**src/rtl/tile_stream_loader_if.sv**
```systemverilog
// Row-write port and FIFO-bank drive bundle for tile_stream_loader.
// slave: the loader itself; master: the row producer / observer.
interface tile_stream_loader_if #(
  parameter int unsigned DEPTH = 8,
  parameter int unsigned BITS  = 8
);
  logic            wr_valid;
  logic            wr_ready;
  logic [BITS-1:0] wr_data [DEPTH-1:0];
  logic            start;
  logic [1:0]      ctl;
  logic [BITS-1:0] tile [DEPTH-1:0][DEPTH-1:0];
  logic            busy;
  logic            done;
  logic [1:0]      full;

  modport master (
    output wr_valid, wr_data, start,
    input  wr_ready, ctl, tile, busy, done, full
  );

  modport slave (
    input  wr_valid, wr_data, start,
    output wr_ready, ctl, tile, busy, done, full
  );
endinterface

```
**src/rtl/tile_stream_loader.sv**
```systemverilog
// Ping-pong tile buffer feeding a bank of DEPTH skewed transpose FIFOs.
// One bank fills row by row while the other is parallel-loaded into the FIFOs
// and then shifted out for 2*DEPTH-2 cycles.
module tile_stream_loader #(
  parameter int unsigned DEPTH = 8,
  parameter int unsigned BITS  = 8
) (
  input logic                 clk,
  input logic                 rst,
  tile_stream_loader_if.slave bus
);

  localparam int unsigned RowW = $clog2(DEPTH);
  localparam int unsigned CntW = $clog2(2 * DEPTH);
  localparam logic [RowW-1:0] RowLast = RowW'(DEPTH - 1);
  localparam logic [CntW-1:0] CntLast = CntW'(2 * DEPTH - 3);

  localparam logic [1:0] CtlHold  = 2'b00;
  localparam logic [1:0] CtlLoad  = 2'b01;
  localparam logic [1:0] CtlShift = 2'b10;

  typedef enum logic [1:0] {StIdle, StLoad, StShift} state_e;

  state_e          state_q, state_d;
  logic [1:0]      full_q, full_d;
  logic            fb_q;
  logic            sb_q, sb_d;
  logic [RowW-1:0] wrow_q;
  logic [CntW-1:0] cnt_q, cnt_d;
  logic            pend_q, pend_d;

  logic [BITS-1:0] bank_q [1:0][DEPTH-1:0][DEPTH-1:0];

  logic       beat, last_beat, pend_eff, load_enter, clr_full;
  logic [1:0] avail;
  logic [1:0] ctl;
  logic       busy, done;

  assign bus.wr_ready = ~full_q[fb_q];
  assign beat         = bus.wr_valid & ~full_q[fb_q];
  assign last_beat    = beat && (wrow_q == RowLast);
  // A start in this cycle counts as already latched so LOAD follows the very next edge.
  assign pend_eff     = pend_q | bus.start;
  // Full flags including a tile completing at this edge, so LOAD can follow immediately.
  assign avail        = full_q | (last_beat ? (2'b01 << fb_q) : 2'b00);

  assign bus.tile = bank_q[sb_q];
  assign bus.ctl  = ctl;
  assign bus.busy = busy;
  assign bus.done = done;
  assign bus.full = full_q;

  // Stream sequencer: next state, shift counter and FIFO-bank control.
  always_comb begin
    state_d    = state_q;
    cnt_d      = cnt_q;
    sb_d       = sb_q;
    ctl        = CtlHold;
    busy       = 1'b0;
    done       = 1'b0;
    load_enter = 1'b0;
    clr_full   = 1'b0;
    case (state_q)
      StIdle: begin
        if (pend_eff && avail[sb_q]) begin
          state_d    = StLoad;
          load_enter = 1'b1;
        end
      end
      StLoad: begin
        ctl      = CtlLoad;
        busy     = 1'b1;
        // FIFOs capture the tile on this edge, so the bank is free afterwards.
        clr_full = 1'b1;
        cnt_d    = '0;
        state_d  = StShift;
      end
      StShift: begin
        ctl   = CtlShift;
        busy  = 1'b1;
        cnt_d = cnt_q + 1'b1;
        if (cnt_q == CntLast) begin
          done = 1'b1;
          sb_d = ~sb_q;
          // Back-to-back: skip IDLE when the other bank is ready and a start is pending.
          if (pend_eff && avail[~sb_q]) begin
            state_d    = StLoad;
            load_enter = 1'b1;
          end else begin
            state_d = StIdle;
          end
        end
      end
      default: state_d = StIdle;
    endcase
  end

  // Full flags and start latch next state.
  always_comb begin
    full_d = avail;
    if (clr_full) full_d[sb_q] = 1'b0;
    pend_d = load_enter ? 1'b0 : pend_eff;
  end

  // Control state registers.
  always_ff @(posedge clk or posedge rst) begin
    if (rst) begin
      state_q <= StIdle;
      full_q  <= 2'b00;
      fb_q    <= 1'b0;
      sb_q    <= 1'b0;
      wrow_q  <= '0;
      cnt_q   <= '0;
      pend_q  <= 1'b0;
    end else begin
      state_q <= state_d;
      full_q  <= full_d;
      sb_q    <= sb_d;
      cnt_q   <= cnt_d;
      pend_q  <= pend_d;
      if (beat) begin
        if (last_beat) begin
          wrow_q <= '0;
          fb_q   <= ~fb_q;
        end else begin
          wrow_q <= wrow_q + 1'b1;
        end
      end
    end
  end

  // Tile storage; contents are intentionally not reset.
  always_ff @(posedge clk) begin
    if (beat) bank_q[fb_q][wrow_q] <= bus.wr_data;
  end

endmodule
```
**src/flat_wrapper.sv**
```systemverilog
// flat-port wrapper written by rule: the top's interface ports become plain ports
module tile_stream_loader_flat 
#(
  parameter int unsigned DEPTH = 8,
  parameter int unsigned BITS  = 8
)
  (clk, rst, bus_wr_valid, bus_wr_data, bus_start, bus_wr_ready, bus_ctl, bus_tile, bus_busy, bus_done, bus_full);
  tile_stream_loader_if #(.DEPTH(DEPTH), .BITS(BITS)) bus_i ();
  input logic clk;
  input logic rst;
  input wire logic [$bits(bus_i.wr_valid)-1:0] bus_wr_valid;
  input wire logic [$bits(bus_i.wr_data)-1:0] bus_wr_data;
  input wire logic [$bits(bus_i.start)-1:0] bus_start;
  output wire logic [$bits(bus_i.wr_ready)-1:0] bus_wr_ready;
  output wire logic [$bits(bus_i.ctl)-1:0] bus_ctl;
  output wire logic [$bits(bus_i.tile)-1:0] bus_tile;
  output wire logic [$bits(bus_i.busy)-1:0] bus_busy;
  output wire logic [$bits(bus_i.done)-1:0] bus_done;
  output wire logic [$bits(bus_i.full)-1:0] bus_full;
  assign bus_i.wr_valid = bus_wr_valid;
  assign bus_i.wr_data = {>>{bus_wr_data}};
  assign bus_i.start = bus_start;
  assign bus_wr_ready = bus_i.wr_ready;
  assign bus_ctl = bus_i.ctl;
  assign bus_tile = {>>{bus_i.tile}};
  assign bus_busy = bus_i.busy;
  assign bus_done = bus_i.done;
  assign bus_full = bus_i.full;
  tile_stream_loader #(.DEPTH(DEPTH), .BITS(BITS)) u_core (.clk(clk), .rst(rst), .bus(bus_i));
endmodule
```
**config.mk**
```make
export PLATFORM = sky130hd
export DESIGN_NAME = tile_stream_loader_flat
export DESIGN_NICKNAME = d
export VERILOG_FILES = /design/src/rtl/tile_stream_loader_if.sv /design/src/rtl/tile_stream_loader.sv /design/src/flat_wrapper.sv
export SDC_FILE = /design/constraint.sdc
export NUM_CORES = 1
export LEC_CHECK = 0
export CORE_UTILIZATION = 58
export CTS_CLUSTER_SIZE = 24
export DETAILED_ROUTE_END_ITERATION = 10
export HOLD_SLACK_MARGIN = 0.02
export PLACE_DENSITY = 0.85
export RECOVER_POWER = 50
export SLEW_MARGIN = 10
export SYNTH_ARGS = -nofsm -noshare
export SYNTH_HDL_FRONTEND = slang
export SYNTH_SLANG_ARGS = --single-unit
```
**constraint.sdc**
```tcl
create_clock -name clk -period 19.6 [get_ports clk]
set_input_delay 5.88 -clock clk [delete_from_list [all_inputs] [get_ports clk]]
set_output_delay 5.88 -clock clk [all_outputs]
set_load 0.03 [all_outputs]
```
==> results.sh, run 1 <==
export IMPL_status="finished, violations left"
export IMPL_violations="max-capacitance violations, max-slew violations"
export IMPL_grt_overflow_total=0
export IMPL_finalWeightedCongestion=0.809
export IMPL_cts_sinks=1038
export IMPL_layout_common_cells="edfxtp_1 (1024), clkdlybuf4s50_1 (520), mux2_1 (513), clkbuf_16 (99), dlygate4sd3_1 (66)"
export IMPL_setup_tns_ns=0
export IMPL_clk_pin_slew_ns=0.06
export IMPL_fin_crit_ns=13.57
export IMPL_htree_levels=3
export IMPL_grt_pass1_wl_um=137000
export IMPL_synth_edf_count=1024
export IMPL_synth_top_cell_by_area="edfxtp_1"
export IMPL_grt_pass1_vias=20000
export IMPL_final_hold_viol_count=0
export IMPL_worstHoldStart="u_core.cnt_q[0]"
export IMPL_hpwlAfterDp_um=54100
export IMPL_finish_cell_count_without_fillers=3300
export IMPL_synthCells=1699
export IMPL_p_per_area_nw_per_um2=109
export IMPL_antenna_found_initial=3
export IMPL_final_common_cell="edfxtp_1"
export IMPL_fill_cells=3360
export IMPL_cts_tree="done"
export IMPL_place_area_sq_um=44800
export IMPL_power_w=0.00521
export IMPL_vias_per_cell=5.84
export IMPL_relSlewSlack_pct=-140
export IMPL_via_count=19300
export IMPL_worstSetupEndpointType="primary output"
export IMPL_syn_num_nets=1776
export IMPL_ant_nets=0
export IMPL_diodes=0
export IMPL_ys_ff_latch=1038
export IMPL_hp_class="register to register"
export IMPL_critical_path_class="register to primary output"
export IMPL_drc=0
export IMPL_start_util_pct=58.6
export IMPL_wl_per_cell_um=29.0
export IMPL_r2r_cells=3
export IMPL_startpoint_type="register"
export IMPL_drt_iter0_drc=1656
export IMPL_synthFlopType="edfxtp_1"
export IMPL_ctsRootBufferMaster="clkbuf_16"
export IMPL_drive_above_1_share_pct=7.61
export IMPL_multiInputGateArea_sq_um=6380
export IMPL_design_area_sq_um=48000
export IMPL_drt_total_wl_um=95800
export IMPL_crit_path_max_fanout=85
export IMPL_ctsResizeCount=0
export IMPL_ios=587
export IMPL_reg2reg_slack_ns=15.44
export IMPL_drtPass1Iterations=5
export IMPL_dp_cells=3114
export IMPL_r2r_end="u_core.state_q[1]"
export IMPL_grt_max_degree=86
export IMPL_min_delay_path_depth=1
export IMPL_synth_area_sq_um=37800
export IMPL_cp_required_ns=13.72
export IMPL_max_freq_ghz=0.0737
export IMPL_setup_viol=0
export IMPL_drv_cap=9
export IMPL_holdPathEnd="u_core.cnt_q[0]"
export IMPL_worstSkewPairLatency_ns=0.66
export IMPL_finalMaxSlewViolations=325
export IMPL_utilization_pct=74.4
export IMPL_synth_area_leaders="edfxtp_1 (81%), mux2_1 (15%), dfrtp_1 (0.93%), buf_2 (0.54%), buf_4 (0.34%)"
export IMPL_hold_buffers=0
export IMPL_cp_data_arrival_time_ns=7.69
export IMPL_worst_pin_slew_ns=3.60
export IMPL_rsz0062_at_grt="no"
export IMPL_finalClockSkew_ns=0.0271
export IMPL_io_buffer_count=586
export IMPL_regArea_sq_um=31100
export IMPL_cts_buffer_depth=3
export IMPL_fp_row_count=93
export IMPL_finalCritPeriodShare_pct=69.2
export IMPL_r2r_start="u_core.sb_q"
export IMPL_synthToLayoutAreaGrowth_pct=27.0
export IMPL_synth_top_area_share_pct=81.4
export IMPL_yosysSeqAreaShare_pct=82.3
export IMPL_ys_warn_count=0
export IMPL_postCtsSetupBuffers=0
export IMPL_p_leak_nw=15.9
export IMPL_numCtsBuffers=99
export IMPL_async_flop_share_pct=1.35
export IMPL_irDropWorstVdd_mv=0.119
export IMPL_syn_avg_cell_area_sq_um=22.2
export IMPL_die_h_um=257
export IMPL_grt_util_all_layers_pct=28.7
export IMPL_die_area_sq_um=66200
export IMPL_synth_distinct_cells=38
export IMPL_die_width_um=257
export IMPL_core_sq_um=64500
export IMPL_nets=2437
## area by class of cell
class	instances	share of cell area, %
sequential	1038	64.8
multi-input combinational	590	13.3
timing repair buffer	622	12.7
clock buffer	116	5.32
tap	855	2.23
clock inverter	70	1.59
inverter	9	0.0704
## sequential cells by signal (all words and copies together), names as in the netlist
register / count
u_core.pend_q: 1
u_core.sb_q: 1
u_core.cnt_q: 4
u_core.bus.full: 2
u_core.bank_q: 1024
u_core.state_q: 2
u_core.wrow_q: 3
u_core.fb_q: 1
## report_power, final
group | internal (W) | switching [W]
Clock | 0.00112 | 0.000832
Sequential | 0.00263 | 0.0000506
Combinational | 0.000169 | 0.000405
## synthesized netlist by cell type (2+ instances only)
| master | n |
|---|---|
| edfxtp_1 | 1024 |
| mux2_1 | 513 |
| buf_2 | 41 |
| buf_4 | 17 |
| dfrtp_1 | 14 |
| nor2_1 | 13 |
| ha_1 | 9 |
| nand2_1 | 9 |
| inv_1 | 8 |
| a21oi_1 | 4 |
| clkbuf_1 | 4 |
| nand3_1 | 4 |
| nor4_1 | 4 |
| mux2i_1 | 3 |
| nand2b_1 | 3 |
| nand3b_1 | 2 |
| nor3_1 | 2 |
| o21ai_0 | 2 |
| o221ai_1 | 2 |
| o22ai_1 | 2 |
| xnor2_1 | 2 |
## logic make-up (layout without fill, tap and decap cells)
family | count (synthesis) | count (layout) | share of synthesized area, %
AOI/OAI and AO/OA | 17 | 17 | 0.318
xor gates and xnor gates | 2 | 2 | 0.0464
adders and majority gates | 9 | 9 | 0.298
buffers and inverters | 71 | 817 | 1.01
DFF | 1038 | 1038 | 82.3
muxes | 516 | 516 | 15.4
and+or+nand+nor | 46 | 46 | 0.652
## metal layers
metal / wire length [um] / part of all wire (%) / vias up / global-route usage, %
met5: 37 / 0.039 / - / 0
met4: 3950 / 4.1 / 6 / 12.5
met3: 7710 / 8.0 / 225 / 6.78
met2: 48400 / 50 / 1040 / 48.0
met1: 35700 / 37 / 9925 / 36.1
li1: - / - / 8081 / -
## how the worst max path moves through the flow
stage                             from                   to  slack, ns  cells after the start
after global routing       u_core.sb_q        bus_tile[407]       5.69                      5
after CTS                  u_core.sb_q        bus_tile[214]       7.83                      5
after global placement     u_core.sb_q        bus_tile[410]       8.60                      5
after detailed placement   u_core.sb_q         bus_tile[22]       8.57                      5
after floorplan           bus_wr_valid  u_core.bank_q[0][0]       6.78                      2
final                      u_core.sb_q         bus_tile[22]       6.03                      5
## metrics by stage
step / setup WS [ns] / hold slack (ns)
final: 6.03 / 0.550
after global routing: 5.69 / 0.583
after CTS: 7.83 / 0.541
after detailed placement: 8.57 / 0.532
after global placement: 8.60 / 0.511
after floorplan: 6.78 / 0.499
## worst max-delay path: stages (launching register included)
cell and delay [ns]:
dfrtp_1 2.79, buf_4 1.03, buf_4 0.99, buf_4 0.91, mux2_1 0.44, clkdlybuf4s50_1 0.62
Power figures use the tool's default switching activity.
==> run 2, diff against run 1 <==
CORE_UTILIZATION = 48   (was 58)
PLACE_DENSITY = 0.75   (was 0.85)
clock period = 11.6 ns   (was 19.6 ns; I/O delays follow)
==> results.sh, run 2 (synthesized netlist as in run 1, its figures left out) <==
export IMPL_status="finished, violations left"
export IMPL_violations="max-capacitance violations, max-slew violations"
export IMPL_worst_pin_slew_ns=2.99
export IMPL_ctsResizeCount=0
export IMPL_drive_above_1_share_pct=7.42
export IMPL_antenna_found_initial=5
export IMPL_final_common_cell="edfxtp_1"
export IMPL_finish_cell_count_without_fillers=3482
export IMPL_relSlewSlack_pct=-99.5
export IMPL_drv_cap=12
export IMPL_htree_levels=3
export IMPL_max_freq_ghz=0.123
export IMPL_critical_path_class="register to primary output"
export IMPL_cts_buffer_depth=3
export IMPL_fill_cells=5292
export IMPL_grt_max_degree=179
export IMPL_rsz0062_at_grt="no"
export IMPL_grt_util_all_layers_pct=22.9
export IMPL_fin_crit_ns=8.14
export IMPL_multiInputGateArea_sq_um=6370
export IMPL_finalMaxSlewViolations=323
export IMPL_p_leak_nw=15.9
export IMPL_ant_nets=0
export IMPL_postCtsSetupBuffers=0
export IMPL_ctsRootBufferMaster="clkbuf_16"
export IMPL_cp_required_ns=8.12
export IMPL_die_width_um=283
export IMPL_finalCritPeriodShare_pct=70.2
export IMPL_die_h_um=283
export IMPL_start_util_pct=48.6
export IMPL_hold_buffers=0
export IMPL_crit_path_max_fanout=178
export IMPL_grt_overflow_total=0
export IMPL_clk_pin_slew_ns=0.06
export IMPL_final_hold_viol_count=0
export IMPL_grt_pass1_vias=19600
export IMPL_drt_total_wl_um=92600
export IMPL_drc=0
export IMPL_startpoint_type="register"
export IMPL_fp_row_count=102
export IMPL_design_area_sq_um=48300
export IMPL_grt_pass1_wl_um=130000
export IMPL_drtPass1Iterations=5
export IMPL_worstSkewPairLatency_ns=0.65
export IMPL_drt_iter0_drc=1367
export IMPL_finalWeightedCongestion=0.868
export IMPL_die_area_sq_um=79800
export IMPL_ios=587
export IMPL_cts_sinks=1038
export IMPL_largest_reg_flops=1024
export IMPL_numCtsBuffers=100
export IMPL_via_count=18700
export IMPL_synthToLayoutAreaGrowth_pct=27.8
export IMPL_vias_per_cell=5.36
export IMPL_hp_class="register to register"
export IMPL_p_per_area_nw_per_um2=181
export IMPL_cts_tree="done"
export IMPL_reg_largest_list="u_core.bank_q x1024, u_core.cnt_q x4, u_core.wrow_q x3"
export IMPL_setup_viol=0
export IMPL_nets=2436
export IMPL_finalClockSkew_ns=0.0198
export IMPL_core_sq_um=77700
export IMPL_dp_cells=3297
export IMPL_io_buffer_count=586
export IMPL_wl_per_cell_um=26.6
export IMPL_largest_register="u_core.bank_q"
export IMPL_layout_common_cells="edfxtp_1 (1024), clkdlybuf4s50_1 (520), mux2_1 (513), clkbuf_16 (103), dlygate4sd3_1 (66)"
export IMPL_setup_tns_ns=0
export IMPL_hpwlAfterDp_um=56000
export IMPL_regArea_sq_um=31100
export IMPL_worstSetupEndpointType="primary output"
export IMPL_cp_data_arrival_time_ns=4.66
export IMPL_place_area_sq_um=45000
export IMPL_irDropWorstVdd_mv=0.127
[run 2: final cells by class]
type                       instances  share of cell area (%)
antenna                            2                  0.0104
clock buffer                     125                    5.51
clock inverter                    58                    1.35
inverter                           9                  0.0700
multi-input combinational        590                    13.2
sequential                      1038                    64.4
tap                             1040                    2.70
timing repair buffer             620                    12.7
[run 2: critical path, stage by stage, from the launching register on]
cell	delay, ns
dfrtp_4	1.08
buf_12	0.55
buf_4	0.80
mux2_1	0.43
clkdlybuf4s50_1	0.61
[run 2: metrics by stage]
step           hold slack [ns]  util (%)  setup slack (ns)  total power [W]
6_report                 0.533      62.1              3.46          0.00873
3_3_place_gp             0.518      57.9              4.34          0.00555
3_5_place_dp             0.524      58.0              4.22          0.00559
5_1_grt                  0.563      62.1              3.29          0.00900
4_1_cts                  0.534      62.2              3.50          0.00881
2_1_floorplan            0.499         -              1.18          0.00509
[run 2: path summary, 6_finish.rpt]
check                                      from  depth (start not counted)  slack, ns                     to
worst max-delay path                u_core.sb_q                          4       3.46          bus_tile[123]
worst min-delay path            u_core.cnt_q[0]                          1       0.53        u_core.cnt_q[0]
worst max register to register      u_core.fb_q                          6       6.84  u_core.bank_q[1][102]
worst min register to register  u_core.cnt_q[0]                          1       0.53        u_core.cnt_q[0]
max in group asynchronous                   rst                          2       7.73            u_core.sb_q
min in group asynchronous                   rst                          2       3.40       u_core.wrow_q[2]
[run 2: layer usage]
layer	global-route usage (%)	share of wire (%)
met4	9.51	3.7
met5	0	0.029
met3	5.32	6.8
met1	28.4	39
met2	38.6	50
[run 2: power breakdown]
part           switching (W)  internal (W)  total (W)
Combinational       0.000676      0.000287   0.000964
Clock                0.00135       0.00188    0.00323
Sequential         0.0000794       0.00445    0.00453
==> run 3, diff against run 2 <==
clock period = 6.6 ns   (was 11.6 ns; I/O delays follow)
==> results.sh, run 3 (synthesized netlist as in run 1, its figures left out) <==
export IMPL_cts_sinks=1038
export IMPL_route_top_layer_used="met4"
export IMPL_finalMaxSlewViolations=256
export IMPL_postCtsSetupBuffers=0
export IMPL_hp_class="register to register"
export IMPL_grt_pass1_wl_um=130000
export IMPL_drt_total_wl_um=92700
export IMPL_fill_cells=5218
export IMPL_slowest_delay_ns=2.23
export IMPL_seq_power_share_pct=50.9
export IMPL_hold_buffers=0
export IMPL_die_width_um=283
export IMPL_final_common_cell="edfxtp_1"
export IMPL_worstSkewPairLatency_ns=0.65
export IMPL_hold_ws_ns=0.561
export IMPL_reg_largest_list="u_core.bank_q x1024, u_core.cnt_q x4, u_core.wrow_q x3"
export IMPL_antenna_found_initial=3
export IMPL_route_met2_wl_um=46900
export IMPL_htree_levels=3
export IMPL_violations="max-capacitance violations, max-slew violations"
export IMPL_finalClockSkew_ns=0.0242
export IMPL_via_count=18800
export IMPL_fin_crit_ns=5.50
export IMPL_worst_pin_slew_ns=3.12
export IMPL_cts_buffer_depth=3
export IMPL_drv_cap=10
export IMPL_drive_above_1_share_pct=8.19
export IMPL_numCtsBuffers=103
export IMPL_worstSetupEndpointType="register"
export IMPL_ant_nets=0
export IMPL_finalCritPeriodShare_pct=83.4
export IMPL_wl_per_cell_um=26.5
export IMPL_p_leak_nw=16.0
export IMPL_regArea_sq_um=31100
export IMPL_rsz0062_at_grt="no"
export IMPL_startpoint_type="primary input"
export IMPL_cts_tree="done"
export IMPL_hpwlAfterDp_um=55500
export IMPL_power_w=0.0156
export IMPL_cp_data_arrival_time_ns=5.70
export IMPL_power_switching_w=0.00378
export IMPL_start_util_pct=48.6
export IMPL_io_buffer_count=586
export IMPL_grt_overflow_total=0
export IMPL_finalWeightedCongestion=0.838
export IMPL_drc=0
export IMPL_vias_per_cell=5.38
export IMPL_crit_path_max_fanout=34
export IMPL_critical_path_class="primary input to register"
export IMPL_grt_util_all_layers_pct=22.8
export IMPL_slowest_stage="clkbuf_1"
export IMPL_p_comb_share_pct=10.8
export IMPL_core_sq_um=77700
export IMPL_clk_pin_slew_ns=0.06
export IMPL_ctsResizeCount=0
export IMPL_status="finished, violations left"
export IMPL_grt_max_degree=110
export IMPL_final_hold_viol_count=0
export IMPL_die_h_um=283
export IMPL_ios=587
export IMPL_setup_viol=0
export IMPL_grt_pass1_vias=19400
export IMPL_drt_iter0_drc=1406
export IMPL_largest_reg_flops=1024
export IMPL_max_freq_ghz=0.182
export IMPL_route_met3_wl_um=6490
export IMPL_irDropWorstVdd_mv=0.287
export IMPL_relSlewSlack_pct=-108
export IMPL_cp_required_ns=6.79
export IMPL_layout_common_cells="edfxtp_1 (1024), clkdlybuf4s50_1 (520), mux2_1 (513), clkbuf_16 (105), dlygate4sd3_1 (66)"
export IMPL_drtPass1Iterations=5
export IMPL_multiInputGateArea_sq_um=6340
export IMPL_p_per_area_nw_per_um2=321
export IMPL_fp_row_count=102
export IMPL_largest_register="u_core.bank_q"
export IMPL_ctsRootBufferMaster="clkbuf_16"
export IMPL_p_int_w=0.0118
export IMPL_synthToLayoutAreaGrowth_pct=28.6
export IMPL_drt_met1_wl_um=36100
export IMPL_crit_chain="dlygate4sd3_1, nand2_1, nor4_1, clkbuf_1"
export IMPL_nets=2445
export IMPL_die_area_sq_um=79800
export IMPL_p_clk_share_pct=38.3
export IMPL_switching_share_pct=24.2
## run 3: cell types whose count changed in the layout (fill, tap and decap cells not counted), moves of 4 or more
cell        delta
buf_12        +13
clkbuf_1      -11
clkinv_2       +7
clkinvlp_4     +5
bufinv_16      +4
clkinv_4       -4
## run 3: power by group through the flow
stage          sequential (W)  clock [W]  combinational [W]
4_1_cts               0.00794    0.00607            0.00175
5_1_grt               0.00798    0.00632            0.00177
3_3_place_gp          0.00804          0            0.00170
3_5_place_dp          0.00808          0            0.00174
6_report              0.00795    0.00598            0.00169
2_1_floorplan         0.00808          0           0.000864
## run 3: layer usage
| metal | global-route usage [%] | vias up |
|---|---|---|
| li1 | - | 8114 |
| met1 | 28.2 | 9741 |
| met2 | 38.7 | 765 |
| met3 | 5.58 | 181 |
| met4 | 8.45 | 0 |
| met5 | 0 | - |
## run 3: cell type report
cell class,count,area share [%]
Antenna cell,1,0.00515
Clock buffer,119,5.53
Clock inverter,73,1.65
Inverter,9,0.0695
Multi-Input combinational cell,590,13.1
Sequential cell,1038,64.0
Tap cell,1040,2.68
Timing Repair Buffer,626,13.0
## run 3: stage by stage
step           setup TNS [ns]  util (%)  worst slack, ns  area [sq um]  cells
2_1_floorplan         -594.96         -            -2.32         37800   1699
3_3_place_gp                0      58.2             1.86         45200   3303
3_5_place_dp                0      58.2             1.83         45200   3303
4_1_cts                     0      62.7             1.33         48700   3495
5_1_grt                     0      62.5             1.09         48600   3495
6_report                    0      62.5             1.10         48600   3496
## run 3: critical path: cells and delay by family
kind	cells	cell delay (ns)
buf+inv	2	2.87
simple gates	2	0.75
## run 3: worst paths after layout
path,start,slack (ns),end,cells past startpoint
worst max-delay path,bus_wr_valid,1.10,u_core.bank_q[1][158],4
min in group asynchronous,rst,1.88,u_core.state_q[0],2
max in group asynchronous,rst,4.27,u_core.sb_q,2
worst min register to register,u_core.cnt_q[0],0.56,u_core.cnt_q[0],1
worst max register to register,u_core.fb_q,2.10,u_core.bank_q[1][158],4
worst min-delay path,u_core.cnt_q[0],0.56,u_core.cnt_q[0],1
